--- config.mk ---
export PLATFORM = sky130hd
export DESIGN_NAME = floppy_voice_bank_flat
export DESIGN_NICKNAME = d
export VERILOG_FILES = /design/src/rtl/floppy_voice_bank_if.sv /design/src/rtl/floppy_voice_bank.sv /design/src/flat_wrapper.sv
export SDC_FILE = /design/constraint.sdc
export NUM_CORES = 1
export LEC_CHECK = 0
export ABC_AREA = 1
export BUFFER_PORTS_ARGS = -buffer_cell sky130_fd_sc_hd__buf_2
export CORE_MARGIN = 4
export CORE_UTILIZATION = 40
export CTS_BUF_LIST = sky130_fd_sc_hd__clkbuf_2 sky130_fd_sc_hd__clkbuf_4 sky130_fd_sc_hd__clkbuf_8
export CTS_CLUSTER_SIZE = 8
export DETAILED_ROUTE_END_ITERATION = 7
export PLACE_DENSITY = 0.6
export SETUP_SLACK_MARGIN = 0.15
export SYNTH_ARGS = -nofsm -noshare
export SYNTH_HDL_FRONTEND = slang
export SYNTH_SLANG_ARGS = --single-unit
--- constraint.sdc ---
create_clock -name clk -period 5.15 [get_ports clk]
set_input_delay 0.515 -clock clk [delete_from_list [all_inputs] [get_ports clk]]
set_output_delay 0.515 -clock clk [all_outputs]
set_load 0.05 [all_outputs]
--- src/rtl/floppy_voice_bank_if.sv ---
// Command channel from the MIDI decoder into the floppy voice bank.
// The master drives note commands and the slave answers with cmd_ready.
interface floppy_voice_bank_if #(
    parameter int CHAN_W = 2
);
    logic              cmd_valid;
    logic              cmd_ready;
    logic              cmd_on;
    logic [CHAN_W-1:0] cmd_chan;
    logic [6:0]        cmd_note;

    modport master (
        output cmd_valid,
        output cmd_on,
        output cmd_chan,
        output cmd_note,
        input  cmd_ready
    );

    modport slave (
        input  cmd_valid,
        input  cmd_on,
        input  cmd_chan,
        input  cmd_note,
        output cmd_ready
    );
endinterface

--- src/rtl/floppy_voice_bank.sv ---
// Multi-channel floppy tone generator: homes every head, then plays one note per
// drive by toggling STEP at a per-note half period and bouncing between track limits.
module floppy_voice_bank #(
    parameter int CHANNELS  = 4,
    parameter int CHAN_W    = 2,
    parameter int TRACKS    = 80,
    parameter int HOME_HALF = 75000
) (
    input  logic                  clk,
    input  logic                  rst_n,
    floppy_voice_bank_if.slave    cmd,
    output logic [CHANNELS-1:0]   step_n,
    output logic [CHANNELS-1:0]   dir,
    output logic [CHANNELS-1:0]   playing
);
    localparam int TRK_W = $clog2(TRACKS + 1);
    localparam int HC_W  = $clog2(HOME_HALF + 1);
    localparam int HF_W  = $clog2(TRACKS + 1);

    typedef enum logic {
        ST_HOME = 1'b0,
        ST_RUN  = 1'b1
    } state_t;

    // Half-period of MIDI notes 0..11 at 25 MHz-equivalent count (50 MHz clock, half period).
    function automatic logic [21:0] semi_lut(input logic [6:0] k);
        logic [21:0] v;
        case (k)
            7'd0:    v = 22'd3057805;
            7'd1:    v = 22'd2886184;
            7'd2:    v = 22'd2724195;
            7'd3:    v = 22'd2571297;
            7'd4:    v = 22'd2426982;
            7'd5:    v = 22'd2290766;
            7'd6:    v = 22'd2162195;
            7'd7:    v = 22'd2040840;
            7'd8:    v = 22'd1926297;
            7'd9:    v = 22'd1818182;
            7'd10:   v = 22'd1716135;
            7'd11:   v = 22'd1619816;
            default: v = 22'd0;
        endcase
        return v;
    endfunction

    // Direction chosen on a STEP rising edge: reverse at either end of travel.
    function automatic logic dir_at_rise(input logic [TRK_W-1:0] trk, input logic dir_cur);
        logic r;
        if (trk == TRK_W'(TRACKS - 1)) begin
            r = 1'b1;
        end else if (trk == '0) begin
            r = 1'b0;
        end else begin
            r = dir_cur;
        end
        return r;
    endfunction

    state_t                state_q, state_d;
    logic [HC_W-1:0]       home_cnt_q, home_cnt_d;
    logic [HF_W-1:0]       home_falls_q, home_falls_d;
    logic                  cmd_ready_q, cmd_ready_d;
    logic [CHANNELS-1:0]   step_n_q, step_n_d;
    logic [CHANNELS-1:0]   dir_q, dir_d;
    logic [CHANNELS-1:0]   playing_q, playing_d;
    logic [6:0]            note_q  [CHANNELS];
    logic [6:0]            note_d  [CHANNELS];
    logic [22:0]           setp_q  [CHANNELS];
    logic [22:0]           setp_d  [CHANNELS];
    logic [22:0]           cnt_q   [CHANNELS];
    logic [22:0]           cnt_d   [CHANNELS];
    logic [TRK_W-1:0]      track_q [CHANNELS];
    logic [TRK_W-1:0]      track_d [CHANNELS];

    logic                  cmd_fire_s;
    logic                  note_ok_s;
    logic                  chan_ok_s;
    logic [6:0]            oct_s;
    logic [6:0]            semi_s;
    logic [22:0]           setp_s;

    // Decode the incoming command into octave, semitone and setpoint.
    always_comb begin
        cmd_fire_s = cmd.cmd_valid && cmd_ready_q;
        note_ok_s  = (cmd.cmd_note >= 7'd24) && (cmd.cmd_note <= 7'd83);
        chan_ok_s  = ({1'b0, cmd.cmd_chan} < (CHAN_W + 1)'(CHANNELS));
        oct_s      = cmd.cmd_note / 7'd12;
        semi_s     = cmd.cmd_note - (oct_s * 7'd12);
        setp_s     = {1'b0, semi_lut(semi_s)} >> oct_s;
    end

    // Next-state logic for homing sequencer and all voice channels.
    always_comb begin
        state_d      = state_q;
        home_cnt_d   = home_cnt_q;
        home_falls_d = home_falls_q;
        cmd_ready_d  = cmd_ready_q;
        step_n_d     = step_n_q;
        dir_d        = dir_q;
        playing_d    = playing_q;
        note_d       = note_q;
        setp_d       = setp_q;
        cnt_d        = cnt_q;
        track_d      = track_q;

        case (state_q)
            ST_HOME: begin
                cmd_ready_d = 1'b0;
                if (home_cnt_q == HC_W'(HOME_HALF - 1)) begin
                    home_cnt_d = '0;
                    if (step_n_q[0]) begin
                        step_n_d     = '0;
                        home_falls_d = home_falls_q + 1'b1;
                    end else begin
                        step_n_d = '1;
                        // The rising edge after the last falling edge ends homing.
                        if (home_falls_q == HF_W'(TRACKS)) begin
                            state_d      = ST_RUN;
                            cmd_ready_d  = 1'b1;
                            dir_d        = '0;
                            home_falls_d = '0;
                            for (int c = 0; c < CHANNELS; c++) begin
                                track_d[c] = '0;
                            end
                        end else begin
                            state_d = ST_HOME;
                        end
                    end
                end else begin
                    home_cnt_d = home_cnt_q + 1'b1;
                end
            end

            ST_RUN: begin
                cmd_ready_d = 1'b1;
                for (int c = 0; c < CHANNELS; c++) begin
                    if (playing_q[c]) begin
                        if (cnt_q[c] == setp_q[c] - 23'd1) begin
                            cnt_d[c]    = '0;
                            step_n_d[c] = ~step_n_q[c];
                            if (step_n_q[c]) begin
                                if (dir_q[c]) begin
                                    track_d[c] = track_q[c] - 1'b1;
                                end else begin
                                    track_d[c] = track_q[c] + 1'b1;
                                end
                            end else begin
                                dir_d[c] = dir_at_rise(track_q[c], dir_q[c]);
                            end
                        end else begin
                            cnt_d[c] = cnt_q[c] + 23'd1;
                        end
                    end else begin
                        cnt_d[c] = cnt_q[c];
                    end

                    // A command for this channel overrides its free-running update.
                    if (cmd_fire_s && chan_ok_s && (cmd.cmd_chan == CHAN_W'(c))) begin
                        if (cmd.cmd_on) begin
                            if (note_ok_s) begin
                                note_d[c]    = cmd.cmd_note;
                                setp_d[c]    = setp_s;
                                cnt_d[c]     = '0;
                                playing_d[c] = 1'b1;
                                step_n_d[c]  = step_n_q[c];
                                track_d[c]   = track_q[c];
                                dir_d[c]     = dir_q[c];
                            end else begin
                                playing_d[c] = playing_d[c];
                            end
                        end else if (playing_q[c] && (cmd.cmd_note == note_q[c])) begin
                            playing_d[c] = 1'b0;
                            step_n_d[c]  = 1'b1;
                            cnt_d[c]     = '0;
                            track_d[c]   = track_q[c];
                            if (!step_n_q[c]) begin
                                dir_d[c] = dir_at_rise(track_q[c], dir_q[c]);
                            end else begin
                                dir_d[c] = dir_q[c];
                            end
                        end else begin
                            playing_d[c] = playing_d[c];
                        end
                    end else begin
                        playing_d[c] = playing_d[c];
                    end
                end
            end

            default: begin
                state_d     = ST_HOME;
                cmd_ready_d = 1'b0;
            end
        endcase
    end

    // State and output registers.
    always_ff @(posedge clk or negedge rst_n) begin
        if (!rst_n) begin
            state_q      <= ST_HOME;
            home_cnt_q   <= '0;
            home_falls_q <= '0;
            cmd_ready_q  <= 1'b0;
            step_n_q     <= '1;
            dir_q        <= '1;
            playing_q    <= '0;
            note_q       <= '{default: '0};
            setp_q       <= '{default: '0};
            cnt_q        <= '{default: '0};
            track_q      <= '{default: '0};
        end else begin
            state_q      <= state_d;
            home_cnt_q   <= home_cnt_d;
            home_falls_q <= home_falls_d;
            cmd_ready_q  <= cmd_ready_d;
            step_n_q     <= step_n_d;
            dir_q        <= dir_d;
            playing_q    <= playing_d;
            note_q       <= note_d;
            setp_q       <= setp_d;
            cnt_q        <= cnt_d;
            track_q      <= track_d;
        end
    end

    assign cmd.cmd_ready = cmd_ready_q;
    assign step_n        = step_n_q;
    assign dir           = dir_q;
    assign playing       = playing_q;
endmodule
--- src/flat_wrapper.sv ---
// flat-port wrapper written by rule: the top's interface ports become plain ports
module floppy_voice_bank_flat 
#(
    parameter int CHANNELS  = 4,
    parameter int CHAN_W    = 2,
    parameter int TRACKS    = 80,
    parameter int HOME_HALF = 75000
)
  (clk, rst_n, step_n, dir, playing, cmd_cmd_valid, cmd_cmd_on, cmd_cmd_chan, cmd_cmd_note, cmd_cmd_ready);
  floppy_voice_bank_if #(.CHAN_W(CHAN_W)) cmd_i ();
  input  logic clk;
  input  logic rst_n;
  output logic [CHANNELS-1:0] step_n;
  output logic [CHANNELS-1:0] dir;
  output logic [CHANNELS-1:0] playing;
  input wire logic [$bits(cmd_i.cmd_valid)-1:0] cmd_cmd_valid;
  input wire logic [$bits(cmd_i.cmd_on)-1:0] cmd_cmd_on;
  input wire logic [$bits(cmd_i.cmd_chan)-1:0] cmd_cmd_chan;
  input wire logic [$bits(cmd_i.cmd_note)-1:0] cmd_cmd_note;
  output wire logic [$bits(cmd_i.cmd_ready)-1:0] cmd_cmd_ready;
  assign cmd_i.cmd_valid = cmd_cmd_valid;
  assign cmd_i.cmd_on = cmd_cmd_on;
  assign cmd_i.cmd_chan = cmd_cmd_chan;
  assign cmd_i.cmd_note = cmd_cmd_note;
  assign cmd_cmd_ready = cmd_i.cmd_ready;
  floppy_voice_bank #(.CHANNELS(CHANNELS), .CHAN_W(CHAN_W), .TRACKS(TRACKS), .HOME_HALF(HOME_HALF)) u_core (.clk(clk), .rst_n(rst_n), .cmd(cmd_i), .step_n(step_n), .dir(dir), .playing(playing));
endmodule
==> flow_summary.yaml <==
timing:
  period_needed_ns: 4.09
  fin_setup_tns_ns: 0
  fin_crit_sh_pct: 79.4
  fmax_mhz: 244
  relSlewSlack_pct: 33.3
  worst_pin_slew_ns: 0.993
  hold_viol_final: 0
  drv_slew: 0
  setup-violations-final: 0
  finClkSkew_ns: 0.0430
  rsz0062_at_grt: "false"
  setup_slack_ns: 1.06
drt:
  drtIter0Drc: 1846
  wirelength_um: 67600
  viasPerCell: 5.42
  vias: 21000
  wl_per_cell_um: 17.5
  firstDrtPassIters: 7
  antenna_left: 0
  post-route-drc-count: 0
floorplan:
  core_area_um2: 51700
  rows: 83
  io_pins: 26
  die_h_um: 237
  die_x_um: 237
  start_util_pct: 40.7
  dieArea_um2: 56400
synthesis:
  yosysUniqueCellTypes: 69
  yosysTopAreaCellShare_pct: 31.5
  synth_ff_type: "dfrtp_1"
  async_reset_ff_share_pct: 100
  synth_commonest_cells: "nand2_1 (834), nand3_1 (351), inv_1 (346), nor2_1 (336), dfrtp_1 (265)"
  synth_enable_flop_cells: 0
  syn_area_per_cell_um2: 6.73
  synth.most_common_cell: "nand2_1"
  synth_cells: 3129
  synth_nets: 3193
  ys_seq_area_share_pct: 32.5
  synth-seq-cells: 273
  synth_largest_area_cell: "dfrtp_1"
  synth_warnings: 0
  syn-cell-area_um2: 21100
  synth.area.top_cells: "dfrtp_1 (31%), nand2_1 (15%), nand3_1 (8.3%)"
finish:
  drive_gt1_share_pct: 9.52
  synthToLayoutAreaGrowth_pct: 9.39
  n_fill_cell: 5396
  nets: 3210
  num_antenna_cells: 0
  fin_util_pct: 44.5
power_and_ir_drop:
  switchingPower_uw: 1580
  p_int_uw: 3830
  p_leak_uw: 0.0113
  power_density_nw_per_um2: 235
  vdd_drop_max_mv: 0.156
  switching_share_pct: 29.2
  p_comb_share_pct: 13.1
  clkPwrFrac_pct: 47.3
  seq_power_share_pct: 39.6
setup_path:
  cp-end-kind: "flop"
  reg2reg_slack_ns: 1.48
  crit_required_ns: 5.70
  slowest_delay_ns: 0.49
  crit_path_start_kind: "primary input"
  critPathKind: "in2reg"
  crit_fanout: 14
  crit_slowest_cell: "fa_1"
  arrival_ns: 4.64
clock_tree:
  cts_max_level: 2
  cts_tree: "yes"
  clk_latency_ns: 0.67
  cts_buffers: 54
  cts.sinks: 273
  postCtsSetupRepairBufs: 0
  root_buffer: "clkbuf_8"
  clkSlewWorstSetupHoldPaths_ns: 0.06
  clock_path_buffers: 3
flow_run:
  maxCapViolations: 0
outcome:
  status: "finished clean"
place:
  post-place-ws_ns: 0.492
  place_hpwl_um: 50400
  port_buffers: 25
  gp_congestion: 0.972
global_routing:
  grt_max_degree: 111
  grt_pass1_vias: 20200
  antenna_found_initial: 0
  grt_pass1_wl_um: 108000
  grtUsageTotal_pct: 23.5
  overflow: 0
hold_path:
  worstHoldPathType: "in2reg"
==> through the flow <==
step                      hold WS, ns  cell area (um2)  std cells  power, uW
after floorplan                 0.219            21100       3129       2670
after global placement          0.486            21800       3769       2880
after detailed placement        0.498            21800       3769       2880
after CTS                       0.187            23000       3872       5480
after global routing            0.230            23000       3872       5670
final                           0.236            23000       3872       5410
==> layer usage <==
metal | vias to the layer above | share of wire, % | wire, um | global-route usage, %
met2 | 654 | 46 | 31000 | 38.3
met3 | 135 | 6.0 | 4040 | 3.64
met1 | 9889 | 45 | 30400 | 32.1
met5 | - | 0 | 0 | 0
li1 | 10300 | - | - | -
met4 | 0 | 3.2 | 2140 | 8.17
==> critical path, delay by kind of cell <==
kind | cells | cell delay, ns
AOI/OAI and AO/OA | 3 | 0.38
adders and majority gates | 3 | 1.01
and+or+nand+nor | 15 | 1.60
buffers and inverters | 7 | 1.13
==> timing repair <==
item                       CTS  global route
hold buffers                 1             0
hold endpoints to repair    87             0
setup endpoints to repair    0             0
resized for setup            0             0
==> sequential cells by signal (all words and copies together) (netlist names), 4 cells and up <==
register and count:
u_core.note_q 28, u_core.playing 4, u_core.home_falls_q 7, u_core.dir 4
u_core.home_cnt_q 17, u_core.setp_q 88, u_core.step_n 4, u_core.cnt_q 92
u_core.track_q 28
==> worst paths after layout <==
| check | to | cells past startpoint | startpoint |
|---|---|---|---|
| worst max-delay path | u_core.setp_q[16]$_DFFE_PN0P_ | 28 | cmd_cmd_note[6] |
| worst min register to register | u_core.note_q[22]$_DFFE_PN0P_ | 2 | u_core.note_q[22]$_DFFE_PN0P_ |
| min in group asynchronous | u_core.cnt_q[43]$_DFFE_PN0P_ | 2 | rst_n |
| max in group asynchronous | u_core.setp_q[8]$_DFFE_PN0P_ | 3 | rst_n |
| worst min-delay path | u_core.note_q[16]$_DFFE_PN0P_ | 3 | cmd_cmd_note[2] |
| worst max register to register | u_core.cnt_q[10]$_DFFE_PN0P_ | 19 | u_core.setp_q[0]$_DFFE_PN0P_ |
==> power by group through the flow <==
stage	logic (uW)	registers, uW	clock network, uW
after floorplan	480	2180	0
after global placement	696	2180	0
after detailed placement	699	2180	0
after CTS	701	2150	2630
after global routing	795	2140	2730
final	709	2150	2560
==> cell type report <==
class | count | area, um2 | share of cell area [%]
well taps | 680 | 851 | 3.69
clock inverters | 17 | 181 | 0.788
flip-flops and latches | 273 | 6850 | 29.7
repair buffers | 50 | 338 | 1.47
clock buffers | 85 | 1090 | 4.73
multi-input cells | 2401 | 12400 | 53.6
inverters | 366 | 1380 | 6.00
==> layout by cell type, fill, tap and decap left out, types with 5 or more instances in the layout <==
| master | count |
|---|---|
| nand2_1 | 834 |
| nand3_1 | 351 |
| inv_1 | 345 |
| nor2_1 | 336 |
| dfrtp_1 | 264 |
| o21ai_0 | 154 |
| nand4_1 | 97 |
| xor2_1 | 96 |
| clkbuf_8 | 72 |
| nor3_1 | 70 |
| a21oi_1 | 69 |
| o21ai_1 | 54 |
| ha_1 | 45 |
| nor4_1 | 38 |
| nor2_2 | 32 |
| o21ai_2 | 28 |
| xnor2_1 | 28 |
| buf_2 | 24 |
| o22ai_1 | 23 |
| buf_4 | 23 |
| inv_2 | 17 |
| nand2_2 | 16 |
| nand3b_1 | 16 |
| clkbuf_4 | 13 |
| nor2_4 | 10 |
| or2_2 | 10 |
| clkinv_2 | 10 |
| dfstp_2 | 8 |
| o2111ai_1 | 6 |
| nand3_2 | 6 |
| a31oi_1 | 6 |
| fa_1 | 6 |
| nor2_8 | 5 |
| and2_1 | 5 |
| o21bai_1 | 5 |
==> cell families after synthesis <==
| family | after synthesis | share of synthesized area [%] |
|---|---|---|
| simple gates | 1849 | 39.7 |
| buf+inv | 455 | 8.89 |
| compound gates | 376 | 10.4 |
| flops | 273 | 32.5 |
| xor+xnor | 125 | 5.26 |
| fa+ha+maj | 51 | 3.24 |
(Power assumes the default switching activity.)
